--- src/rtl/stream_scan_pkg.sv ---
// Shared types and default constants for the stream scan controller and its
// bit-serial pattern-match core.
package stream_scan_pkg;

   typedef enum logic [0:0] {
      IDLE  = 1'b0,
      SHIFT = 1'b1
   } state_e;

   localparam int          DEF_WORD_W  = 8;
   localparam int          DEF_PAT_LEN = 5;
   localparam int          DEF_CNT_W   = 8;
   // Right-aligned; the core takes the low PAT_LEN bits, MSB first in time.
   localparam logic [15:0] DEF_PATTERN = 16'b0000_0000_0001_1010;

endpackage

--- src/rtl/pattern_match_core.sv ---
// Bit-serial pattern detector: history shift register, saturating fill count
// and a registered match pulse one cycle after the completing bit.
module pattern_match_core
   import stream_scan_pkg::*;
#(
   parameter int                 PAT_LEN = DEF_PAT_LEN,
   parameter logic [PAT_LEN-1:0] PATTERN = DEF_PATTERN[PAT_LEN-1:0]
) (
   input  logic clk,
   input  logic reset,
   input  logic bit_valid,
   input  logic bit_in,
   output logic match_pulse
);

   localparam int FILL_W = $clog2(PAT_LEN + 1);
   localparam logic [FILL_W-1:0] FILL_FULL = FILL_W'(PAT_LEN);

   logic [PAT_LEN-1:0] history_r;
   logic [FILL_W-1:0]  fill_r;
   logic               match_r;
   logic [PAT_LEN:0]   shifted_s;
   logic [PAT_LEN-1:0] history_next_s;
   logic [FILL_W-1:0]  fill_next_s;

   // Candidate history and fill count including the bit on bit_in.
   always_comb begin
      shifted_s      = {history_r, bit_in};
      history_next_s = shifted_s[PAT_LEN-1:0];
      if (fill_r == FILL_FULL) begin
         fill_next_s = fill_r;
      end else begin
         fill_next_s = fill_r + FILL_W'(1);
      end
   end

   // History persists across words and idle gaps; only reset clears it.
   always_ff @(posedge clk) begin
      if (reset) begin
         history_r <= {PAT_LEN{1'b0}};
         fill_r    <= {FILL_W{1'b0}};
         match_r   <= 1'b0;
      end else if (bit_valid) begin
         history_r <= history_next_s;
         fill_r    <= fill_next_s;
         match_r   <= (history_next_s == PATTERN) && (fill_next_s == FILL_FULL);
      end else begin
         match_r   <= 1'b0;
      end
   end

   assign match_pulse = match_r;

endmodule

--- src/rtl/stream_scan_ctrl.sv ---
// Word-to-bit serializer feeding pattern_match_core, with a saturating match
// counter and a sticky threshold interrupt.
module stream_scan_ctrl
   import stream_scan_pkg::*;
#(
   parameter int                 WORD_W  = DEF_WORD_W,
   parameter int                 PAT_LEN = DEF_PAT_LEN,
   parameter logic [PAT_LEN-1:0] PATTERN = DEF_PATTERN[PAT_LEN-1:0],
   parameter int                 CNT_W   = DEF_CNT_W
) (
   input  logic              clk,
   input  logic              reset,
   input  logic              enable,
   input  logic              in_valid,
   input  logic [WORD_W-1:0] in_data,
   output logic              in_ready,
   input  logic              clear_cnt,
   input  logic [CNT_W-1:0]  threshold,
   output logic              match_pulse,
   output logic [CNT_W-1:0]  match_count,
   output logic              busy,
   output logic              thresh_irq
);

   localparam int                IDX_W    = (WORD_W > 1) ? $clog2(WORD_W) : 1;
   localparam logic [IDX_W-1:0]  LAST_IDX = IDX_W'(WORD_W - 1);
   localparam logic [CNT_W-1:0]  CNT_MAX  = {CNT_W{1'b1}};

   state_e             state_r;
   state_e             state_next_s;
   logic [WORD_W-1:0]  data_r;
   logic [IDX_W-1:0]   bit_idx_r;
   logic               in_ready_s;
   logic               accept_s;
   logic               busy_s;
   logic               bit_s;
   logic               core_pulse_s;
   logic [CNT_W-1:0]   count_r;
   logic [CNT_W-1:0]   count_inc_s;
   logic               irq_r;

   assign accept_s = in_valid && in_ready_s;

   // State register.
   always_ff @(posedge clk) begin
      if (reset) begin
         state_r <= IDLE;
      end else begin
         state_r <= state_next_s;
      end
   end

   // Next state: the last bit of a word may overlap the next accept.
   always_comb begin
      state_next_s = state_r;
      case (state_r)
         IDLE: begin
            if (accept_s) begin
               state_next_s = SHIFT;
            end else begin
               state_next_s = IDLE;
            end
         end
         SHIFT: begin
            if (bit_idx_r != {IDX_W{1'b0}}) begin
               state_next_s = SHIFT;
            end else if (accept_s) begin
               state_next_s = SHIFT;
            end else begin
               state_next_s = IDLE;
            end
         end
         default: state_next_s = IDLE;
      endcase
   end

   // Outputs decoded from state; ready is withheld during the reset cycle.
   always_comb begin
      busy_s     = 1'b0;
      in_ready_s = 1'b0;
      case (state_r)
         IDLE: begin
            busy_s     = 1'b0;
            in_ready_s = enable && !reset;
         end
         SHIFT: begin
            busy_s     = 1'b1;
            in_ready_s = enable && !reset && (bit_idx_r == {IDX_W{1'b0}});
         end
         default: begin
            busy_s     = 1'b0;
            in_ready_s = 1'b0;
         end
      endcase
      bit_s = data_r[bit_idx_r];
   end

   // Serializer word latch and MSB-first bit index.
   always_ff @(posedge clk) begin
      if (reset) begin
         data_r    <= {WORD_W{1'b0}};
         bit_idx_r <= {IDX_W{1'b0}};
      end else if (accept_s) begin
         data_r    <= in_data;
         bit_idx_r <= LAST_IDX;
      end else if (busy_s && (bit_idx_r != {IDX_W{1'b0}})) begin
         bit_idx_r <= bit_idx_r - IDX_W'(1);
      end
   end

   pattern_match_core #(
      .PAT_LEN (PAT_LEN),
      .PATTERN (PATTERN)
   ) u_core (
      .clk         (clk),
      .reset       (reset),
      .bit_valid   (busy_s),
      .bit_in      (bit_s),
      .match_pulse (core_pulse_s)
   );

   assign count_inc_s = (count_r == CNT_MAX) ? count_r : (count_r + CNT_W'(1));

   // Match counter and sticky irq; clear beats a coincident match.
   always_ff @(posedge clk) begin
      if (reset || clear_cnt) begin
         count_r <= {CNT_W{1'b0}};
         irq_r   <= 1'b0;
      end else if (core_pulse_s) begin
         count_r <= count_inc_s;
         if ((threshold != {CNT_W{1'b0}}) && (count_inc_s == threshold)) begin
            irq_r <= 1'b1;
         end
      end
   end

   assign in_ready    = in_ready_s;
   assign busy        = busy_s;
   assign match_pulse = core_pulse_s;
   assign match_count = count_r;
   assign thresh_irq  = irq_r;

endmodule

--- config.mk ---
export PLATFORM = sky130hd
export DESIGN_NAME = stream_scan_ctrl
export DESIGN_NICKNAME = d
export VERILOG_FILES = /design/src/rtl/stream_scan_pkg.sv /design/src/rtl/pattern_match_core.sv /design/src/rtl/stream_scan_ctrl.sv
export SDC_FILE = /design/constraint.sdc
export NUM_CORES = 1
export LEC_CHECK = 0
export CAP_MARGIN = 0
export CORE_MARGIN = 2
export CORE_UTILIZATION = 55
export CTS_CLUSTER_SIZE = 24
export DETAILED_ROUTE_END_ITERATION = 10
export GPL_TIMING_DRIVEN = 0
export PLACE_DENSITY = 0.88
export SKIP_LAST_GASP = 1
export SLEW_MARGIN = 30
export SYNTH_ARGS = -nofsm -noshare
export SYNTH_HDL_FRONTEND = slang
export SYNTH_SLANG_ARGS = --single-unit
--- constraint.sdc ---
create_clock -name clk -period 3.2 [get_ports clk]
set_input_delay 0.8 -clock clk [delete_from_list [all_inputs] [get_ports clk]]
set_output_delay 0.8 -clock clk [all_outputs]
set_load 0.05 [all_outputs]
==> run metrics, run 1 <==
grt ovf 0; design area 2036 sq um; number of buffers inserted by post-CTS setup repair 0; slew at the pin with the worst max-slew slack 0.4981 ns; worst setup skew after layout 0.005552 ns; gate count of the mapped netlist 191; FF-to-FF setup slack 1.14 ns; total of warnings raised by yosys 0; I/O pin count 33; number of buffers inserted for hold repair after clock tree synthesis 0; detail-routed via count per cell 5.943; total number of vias 1557; worst max-slew margin expressed relative to the limit 0.6669; flip-flop cell with the highest count after synthesis sky130_fd_sc_hd__dfxtp_1; vertical die dimension 58.36 um; core region area 2781 sq um; largest cells by area after synthesis sky130_fd_sc_hd__dfxtp_1, sky130_fd_sc_hd__nand2_1, sky130_fd_sc_hd__mux2i_1; count of flip-flops with a built-in enable after synthesis 0; Logic pwr share 0.162; critical path arrival 2.34 ns; average wire length per cell after detail routing 14.89 um; # diodes 0; WL final 3901 um; post-CTS clock slew at the launch and capture registers of the worst setup and hold paths 0.09 ns; Most Used Layer, Global Route met2; total number of clock tree sinks 29; Final setup violation count 0; Post-Syn Area per Cell 8.509 sq um; post-route setup TNS 0 ns; CTS tree built; reported net switching power 0.1985 mW; cell area after synthesis 1625 sq um; drt drc 0; minimum period implied by the final worst setup slack 3.145 ns; delay of the slowest cell on the worst path 0.56 ns; outcome complete, no violations; Die Width 58.36 um; clock tree root buffer cell sky130_fd_sc_hd__clkbuf_4; Cell Pwr Density 353.4 nW/um^2; syn nets 217; worst min path class reg2reg; starting density of the core 0.5843; share of total power in sequential cells 0.544; buffer levels on the longest clock path 2; PnR Total Power 0.7193 mW; library cell with the largest summed area after synthesis sky130_fd_sc_hd__dfxtp_1; switching fraction of total power 0.2760; floorplan row count 19; Syn-to-layout area delta 25.25%; post-layout utilization of the core 0.7319; number of global-route vias before repair 1648; met2 Use GR 0.4848; met1 track demand over resource in global routing 0.2881; global-route wire length before repair 6989 um; Async S/R FF share, synth 0; cell area after placement 1984 sq um; Post-DP HPWL 2959 um; largest driver fanout on the critical path 10; static leakage power 0.8076 nW; slowest cell on the critical path sky130_fd_sc_hd__clkdlybuf4s50_1; P_int 0.5208 mW; detailed-routing iteration count for the pre-antenna-repair pass 4; final period utilization 0.9828; proportion of layout cells with a drive suffix above 1 0.08658; portion of total power attributed to the clock network 0.295; flops & latches, synth 29; Post-layout nets 256; DR iter-0 viols 68; number of endpoints with negative hold slack in the final report 0; total of fill cells in the finished design 229; TritonCTS buffer count 5; Die Footprint 3406 sq um; met3 demand-to-capacity share in global routing 0.07033; unrepaired setup endpoints after global routing false; pin count of the biggest net entering global routing 11; insertion delay of the later-clocked pin in the worst-skew pair 0.33 ns; # H-tree levels 2; area share of the largest cell type after synthesis 0.3572; sequential area share after synthesis 0.3572; routability cong. 0.8999; critical path launch point type primary input; max-slew violation count 0; category of the critical setup timing path in2out; Cell Chain, Critical Path clkdlybuf4s50_1 > clkbuf_2 > and3b_1 > dlygate4sd2_1; highest ir drop seen on vdd 0.0003672 V; Data required, critical path 2.40 ns; overall global routing resource usage 0.2666; IO Port Bufs 32; number of antenna violations at the first check in global routing 0; Maximum Capacitance Violations 0; distinct cell type count of the synthesized netlist 47; maximum clock rate 318.0 MHz; kind of end point of the critical path output port; count of antenna-violating nets left after detailed routing 0
power by group through the flow:
stage	registers [mW]	clock network [mW]	logic [mW]
2_1_floorplan	0.399	0	0.0655
3_3_place_gp	0.399	0	0.109
3_5_place_dp	0.399	0	0.116
4_1_cts	0.391	0.219	0.116
5_1_grt	0.394	0.238	0.129
6_report	0.391	0.212	0.116
metal layers:
metal,vias up,share of wire
met1,721,0.40
met3,13,0.057
li1,765,-
met5,-,0
met4,0,0.025
met2,58,0.52
metrics by stage:
stage | hold WS [ns] | setup WS [ns] | cells
after CTS | 0.4897 | 0.01794 | 262
after detailed placement | 0.4721 | -0.2591 | 254
after global placement | 0.4585 | -0.2387 | 254
final | 0.4793 | 0.05506 | 262
after global routing | 0.5120 | 0.002274 | 262
after floorplan | 0.4463 | 0.9472 | 191
timing repair:
| item | CTS | global route |
|---|---|---|
| resized for setup | 1 | 2 |
| endpoints found under the setup margin | 1 | 1 |
| endpoints found under the hold margin | 0 | 0 |
state kept, by name (all words and copies together) (netlist names), named ones only:
name,cells
u_core.match_pulse,1
u_core.history_r,4
u_core.fill_r,1
state_r,1
match_count,8
bit_idx_r,3
data_r,8
thresh_irq,1
area by class of cell:
| cell class | count | area, sq um | area share |
|---|---|---|---|
| Buffer | 10 | 46.29 | 0.02274 |
| Clock buffer | 6 | 41.29 | 0.02028 |
| Clock inverter | 2 | 10.01 | 0.004917 |
| Inverter | 5 | 18.77 | 0.009219 |
| Multi-Input combinational cell | 147 | 980.9 | 0.4819 |
| Sequential cell | 29 | 580.6 | 0.2852 |
| Tap cell | 31 | 38.79 | 0.01905 |
| Timing Repair Buffer | 32 | 319.1 | 0.1567 |
final timing paths:
| check | to | depth (start not counted) | from |
|---|---|---|---|
| worst max-delay path | in_ready | 4 | reset |
| worst min-delay path | data_r[6]$_SDFFE_PP0P_ | 2 | data_r[6]$_SDFFE_PP0P_ |
| worst max register to register | thresh_irq$_SDFFE_PP0P_ | 7 | match_count[0]$_SDFFE_PP0P_ |
| worst min register to register | data_r[6]$_SDFFE_PP0P_ | 2 | data_r[6]$_SDFFE_PP0P_ |
cells in the final DEF (no fill, tap or decap), types with 5 or more instances in the layout:
| master | instances |
|---|---|
| sky130_fd_sc_hd__clkdlybuf4s50_1 | 31 |
| sky130_fd_sc_hd__dfxtp_1 | 29 |
| sky130_fd_sc_hd__nand2_1 | 23 |
| sky130_fd_sc_hd__nor2_1 | 19 |
| sky130_fd_sc_hd__nand3b_1 | 8 |
| sky130_fd_sc_hd__mux2i_1 | 8 |
| sky130_fd_sc_hd__a21oi_1 | 7 |
| sky130_fd_sc_hd__o21ai_0 | 7 |
| sky130_fd_sc_hd__clkbuf_1 | 6 |
| sky130_fd_sc_hd__xnor2_1 | 6 |
| sky130_fd_sc_hd__inv_1 | 5 |
| sky130_fd_sc_hd__nand3_1 | 5 |
| sky130_fd_sc_hd__xor2_1 | 5 |
| sky130_fd_sc_hd__nor3_1 | 5 |
| sky130_fd_sc_hd__ha_1 | 5 |
| sky130_fd_sc_hd__clkbuf_4 | 5 |
cells by family (layout without fill, tap and decap cells):
logic type,count (synthesis),count (layout),share of synthesized area
mux,10,10,0.07698
flops,29,29,0.3572
fa+ha+maj,5,5,0.03849
buf+inv,15,55,0.03926
simple gates,87,87,0.2856
compound gates,34,34,0.1432
xor+xnor,11,11,0.05927
critical path, delay by kind of cell:
kind	cells	cell delay, ns
buffers and inverters	3	1.32
AND/OR/NAND/NOR	1	0.22
synthesized netlist by cell type (all sizes together) (2+ instances only):
cell,count
dfxtp,29
nand2,23
nor2,19
o21ai,9
mux2i,8
nand3b,8
a21oi,7
clkbuf,6
xnor2,6
ha,5
inv,5
nand3,5
nor3,5
xor2,5
and3,4
buf,4
a211oi,3
a31oi,3
and2,3
and4b,3
nand4,3
nor2b,3
a21boi,2
a221oi,2
a31o,2
mux4,2
nor4,2
or2,2
(Power assumes the default switching activity.)
==> inputs of run 2 (changes only) <==
--- a/config.mk
+++ b/config.mk
@@ -7,11 +7,11 @@
 export LEC_CHECK = 0
 export CAP_MARGIN = 0
 export CORE_MARGIN = 2
-export CORE_UTILIZATION = 55
+export CORE_UTILIZATION = 51
 export CTS_CLUSTER_SIZE = 24
 export DETAILED_ROUTE_END_ITERATION = 10
 export GPL_TIMING_DRIVEN = 0
-export PLACE_DENSITY = 0.88
+export PLACE_DENSITY = 0.82
 export SKIP_LAST_GASP = 1
 export SLEW_MARGIN = 30
 export SYNTH_ARGS = -nofsm -noshare
==> constraint.sdc (replaced) <==
create_clock -name clk -period 3.1 [get_ports clk]
set_input_delay 0.775 -clock clk [delete_from_list [all_inputs] [get_ports clk]]
set_output_delay 0.775 -clock clk [all_outputs]
set_load 0.05 [all_outputs]
==> run 2 against run 1 <==
- power up 18%
- register-to-register slack worse by 0.11 ns
- first-iteration DRC count increased by 68%
- cell count up 5.0%
- design area is 2.5% higher
- largest power group unchanged
- non-clock buffer count stayed put
- die area grew 7.3%
==> run metrics, run 2 (synthesized netlist as in run 1, its figures left out) <==
post-CTS clock slew at the launch and capture registers of the worst setup and hold paths 0.09 ns; core region area 3053 sq um; detail-routed via count per cell 5.465; worst max-slew margin expressed relative to the limit 0.6689; starting density of the core 0.5324; slew at the pin with the worst max-slew slack 0.4951 ns; Data required, critical path 2.32 ns; Post-DP HPWL 2628 um; routability cong. 0.8729; number of endpoints with negative hold slack in the final report 0; grt ovf 0; number of buffers inserted by post-CTS setup repair 0; TritonCTS buffer count 5; post-layout utilization of the core 0.6836; Post-layout nets 256; clock tree root buffer cell sky130_fd_sc_hd__clkbuf_4; pin count of the biggest net entering global routing 11; critical path launch point type primary input; vertical die dimension 60.45 um; total number of clock tree sinks 29; number of global-route vias before repair 1419; maximum clock rate 329.4 MHz; Die Width 60.45 um; floorplan row count 20; total number of vias 1503; highest ir drop seen on vdd 0.0002924 V; Reg2Reg Depth 7; Hold Path End data_r[0]$_SDFFE_PP0P_; number of antenna violations at the first check in global routing 0; worst min path class reg2reg; # diodes 0; cell area after placement 2001 sq um; kind of end point of the critical path output port; FF-to-FF Start match_count[0]$_SDFFE_PP0P_; unrepaired setup endpoints after global routing false; start point of the worst min-delay path data_r[0]$_SDFFE_PP0P_; largest driver fanout on the critical path 10; average wire length per cell after detail routing 13.37 um; WL final 3678 um; worst setup skew after layout 0.003680 ns; drt drc 0; detailed-routing iteration count for the pre-antenna-repair pass 4; FF-to-FF setup slack 1.03 ns; setup slack after layout 0.06381 ns; outcome complete, no violations; DR iter-0 viols 114; count of antenna-violating nets left after detailed routing 0; global-route wire length before repair 6085 um; overall global routing resource usage 0.2263; Cell Pwr Density 406.1 nW/um^2; final period utilization 0.9794; max-slew violation count 0; Final setup violation count 0; most common cell after layout, fill and taps aside sky130_fd_sc_hd__clkdlybuf4s50_1; count of cells along the worst hold path 2; Finished Layout Cells 275; insertion delay of the later-clocked pin in the worst-skew pair 0.33 ns; Critical R2R Capture thresh_irq$_SDFFE_PP0P_; number of buffers inserted for hold repair after clock tree synthesis 0; Syn-to-layout area delta 28.41%; # H-tree levels 2; PnR Total Power 0.8476 mW; CTS tree built; design area 2087 sq um; worst hold margin 0.4708 ns; Die Footprint 3654 sq um; I/O pin count 33; category of the critical setup timing path in2out; minimum period implied by the final worst setup slack 3.036 ns; static leakage power 0.8188 nW; Maximum Capacitance Violations 0; proportion of layout cells with a drive suffix above 1 0.08658; placed cells 267; commonest non-fill, non-tap cells in the layout sky130_fd_sc_hd__clkdlybuf4s50_1, sky130_fd_sc_hd__dfxtp_1, sky130_fd_sc_hd__nand2_1; post-route setup TNS 0 ns; critical path arrival 2.26 ns; IO Port Bufs 32; buffer levels on the longest clock path 2; post-place setup slack -0.2865 ns
[run 2: changes by cell type in the layout (fill, tap and decap cells not counted), sizes merged]
cell           previous run  this run
clkbuf                   12        13
dlygate4sd2               1         0
clkinv                    2         0
bufinv                    0         1
clkdlybuf4s15             0         1
[run 2: layout make-up]
class,instances,area [sq um]
flip-flops and latches,29,580.6
plain buffers,10,46.29
multi-input cells,147,980.9
clock inverters,1,30.03
fillers,246,965.9
clock buffers,7,55.05
well taps,44,55.05
repair buffers,32,320.3
inverters,5,18.77
[run 2: repair_timing]
item | 4_1_cts | 5_1_grt
resized for setup | 2 | 1
pin swaps | 0 | 0
endpoints found under the setup margin | 1 | 1
[run 2: critical path: stages]
cell and delay (ns):
sky130_fd_sc_hd__clkdlybuf4s50_1 0.60, sky130_fd_sc_hd__clkbuf_2 0.24, sky130_fd_sc_hd__and3b_1 0.20, sky130_fd_sc_hd__clkdlybuf4s15_1 0.44
[run 2: layer usage]
metal / global-route usage / up-vias / share of wire
li1: - / 761 / -
met1: 0.2802 / 672 / 0.45
met2: 0.3634 / 61 / 0.48
met3: 0.05117 / 9 / 0.050
met4: 0.1304 / 0 / 0.020
met5: 0 / - / 0
[run 2: how the worst max path moves through the flow]
stage,from,to,slack [ns],cells past startpoint
2_1_floorplan,match_count[0]$_SDFFE_PP0P_,thresh_irq$_SDFFE_PP0P_,0.89,7
3_3_place_gp,reset,in_ready,-0.26,4
3_5_place_dp,reset,in_ready,-0.29,4
4_1_cts,reset,in_ready,0.03,4
5_1_grt,reset,in_ready,0.0002,4
6_report,reset,in_ready,0.06,4
[run 2: report_power, final]
group | internal, mW | leakage, nW | switching [mW]
registers | 0.389 | 0.236 | 0.0151
logic | 0.0618 | 0.537 | 0.0551
clock network | 0.192 | 0.0455 | 0.134
==> inputs of run 3 (changes only) <==
--- a/config.mk
+++ b/config.mk
@@ -5,13 +5,13 @@
 export SDC_FILE = /design/constraint.sdc
 export NUM_CORES = 1
 export LEC_CHECK = 0
-export CAP_MARGIN = 0
+export CAP_MARGIN = 30
 export CORE_MARGIN = 2
-export CORE_UTILIZATION = 51
+export CORE_UTILIZATION = 46
 export CTS_CLUSTER_SIZE = 24
 export DETAILED_ROUTE_END_ITERATION = 10
 export GPL_TIMING_DRIVEN = 0
-export PLACE_DENSITY = 0.82
+export PLACE_DENSITY = 0.79
 export SKIP_LAST_GASP = 1
 export SLEW_MARGIN = 30
 export SYNTH_ARGS = -nofsm -noshare
==> constraint.sdc (replaced) <==
create_clock -name clk -period 2.6 [get_ports clk]
set_input_delay 0.65 -clock clk [delete_from_list [all_inputs] [get_ports clk]]
set_output_delay 0.65 -clock clk [all_outputs]
set_load 0.05 [all_outputs]
==> run 3 against run 2 <==
- largest power group unchanged
- count of clock-buffer cells in the layout unchanged
- design area down 0.42%
- critical path type is now reg2out
- register-to-register slack worse by 0.54 ns
- power up 10%
- die area up 10%
- via count down 1.5%
- clock power down 4%
- combinational power up 21%
==> run metrics, run 3 (synthesized netlist as in run 1, its figures left out) <==
outcome complete, no violations; count of antenna-violating nets left after detailed routing 0; critical path launch point type register; WL final 3498 um; category of the critical setup timing path reg2out; Syn-to-layout area delta 27.87%; final period utilization 0.9536; clock tree root buffer cell sky130_fd_sc_hd__clkbuf_4; Cell Pwr Density 449.2 nW/um^2; # diodes 0; met2 Use GR 0.3197; highest ir drop seen on vdd 0.0002987 V; max-slew violation count 0; number of endpoints with negative hold slack in the final report 0; unrepaired setup endpoints after global routing false; Post-layout nets 256; delay-heaviest family, CP buffers and inverters; Final setup violation count 0; maximum clock rate 403.3 MHz; number of antenna violations at the first check in global routing 0; grt ovf 0; detailed-routing iteration count for the pre-antenna-repair pass 4; buffer levels on the longest clock path 2; I/O pin count 33; number of global-route vias before repair 1412; slowest cell on the critical path sky130_fd_sc_hd__clkdlybuf4s15_2; DR iter-0 viols 49; met3 demand-to-capacity share in global routing 0.05536; critical path arrival 1.83 ns; Finished Layout Cells 277; slew at the pin with the worst max-slew slack 0.5020 ns; post-CTS clock slew at the launch and capture registers of the worst setup and hold paths 0.09 ns; overall global routing resource usage 0.1872; kind of end point of the critical path output port; PnR Total Power 0.9335 mW; # H-tree levels 2; number of buffers inserted for hold repair after clock tree synthesis 0; Cell Chain, Critical Path inv_1 > ha_1 > inv_1 > o21ai_2 > and3b_1 > clkdlybuf4s15_2; proportion of layout cells with a drive suffix above 1 0.09957; core region area 3363 sq um; starting density of the core 0.4833; most common cell after layout, fill and taps aside sky130_fd_sc_hd__clkdlybuf4s50_1; worst min path class reg2reg; total number of vias 1480; insertion delay of the later-clocked pin in the worst-skew pair 0.33 ns; drt drc 0; worst max-slew margin expressed relative to the limit 0.6643; TritonCTS buffer count 5; detail-routed via count per cell 5.343; routability cong. 0.8768; setup slack after layout 0.1207 ns; Die Footprint 4025 sq um; floorplan row count 21; CTS tree built; Most Used Layer, Global Route met2; average wire length per cell after detail routing 12.63 um; vertical die dimension 63.44 um; static leakage power 0.8160 nW; IO Port Bufs 32; Maximum Capacitance Violations 0; Post-DP HPWL 2591 um; met1 track demand over resource in global routing 0.2322; global-route wire length before repair 6099 um; worst path buffer plus inverter count 3; most prevalent standard cell on the critical path sky130_fd_sc_hd__inv_1; post-place setup slack -0.5283 ns; Data required, critical path 1.95 ns; minimum period implied by the final worst setup slack 2.479 ns; largest driver fanout on the critical path 7; total of fill cells in the finished design 336; delay of the slowest cell on the worst path 0.37 ns; worst setup skew after layout 0.01000 ns; commonest non-fill, non-tap cells in the layout sky130_fd_sc_hd__clkdlybuf4s50_1, sky130_fd_sc_hd__dfxtp_1, sky130_fd_sc_hd__nand2_1; Die Width 63.44 um; placed cells 269; pin count of the biggest net entering global routing 11; total number of clock tree sinks 29
## run 3: changes by cell type in the layout (fill, tap and decap cells not counted), sizes merged
cell	delta
bufinv	-1
clkdlybuf4s50	-1
clkinv	+1
dlygate4sd2	+1
## run 3: final cells by class
class / count / area, sq um / share of cell area
well taps: 46 / 57.56 / 0.02769
clock inverters: 1 / 5.005 / 0.002408
flip-flops and latches: 29 / 580.6 / 0.2794
clock buffers: 7 / 65.06 / 0.03131
repair buffers: 32 / 320.3 / 0.1541
inverters: 5 / 18.77 / 0.009031
plain buffers: 10 / 46.29 / 0.02228
multi-input cells: 147 / 984.7 / 0.4738
## run 3: worst paths after layout
path / from / endpoint / slack (ns) / cells after the start
min: data_r[7]$_SDFFE_PP0P_ / data_r[7]$_SDFFE_PP0P_ / 0.47 / 2
max: bit_idx_r[0]$_SDFFE_PP0P_ / in_ready / 0.12 / 6
max reg2reg: match_count[0]$_SDFFE_PP0P_ / thresh_irq$_SDFFE_PP0P_ / 0.49 / 7
min reg2reg: data_r[7]$_SDFFE_PP0P_ / data_r[7]$_SDFFE_PP0P_ / 0.47 / 2
## run 3: tightest hold or removal path: cells and delay by family (launching register included)
family / cells / cell delay [ns]
AND/OR/NAND/NOR: 2 / 0.13
flip-flops: 1 / 0.31
## run 3: stage by stage
stage	utilization	TNS, ns	hold slack [ns]	cell area, sq um
final	0.6179	0	0.4739	2078
after global routing	0.6179	0	0.5012	2078
after CTS	0.6179	0	0.4765	2078
after detailed placement	0.5956	-0.5283	0.4605	2003
after global placement	0.5956	-0.5326	0.4615	2003
after floorplan	-	0	0.4463	1625
## run 3: power breakdown
part | switching, mW | total, mW | leakage (nW) | internal [mW]
Sequential | 0.0173 | 0.481 | 0.236 | 0.464
Combinational | 0.0662 | 0.141 | 0.539 | 0.0743
Clock | 0.155 | 0.312 | 0.0413 | 0.157
## run 3: repair_timing
item,in CTS,in global routing
gates resized for setup,6,0
endpoints found under the setup margin,1,0
setup buffers,0,0
hold endpoints to repair,0,0
## run 3: metal layers
layer	routed length [um]	share of wire	up-vias
met4	31	0.0089	0
met1	1680	0.48	676
met5	0	0	-
met2	1614	0.46	37
met3	172	0.049	6
li1	-	-	761
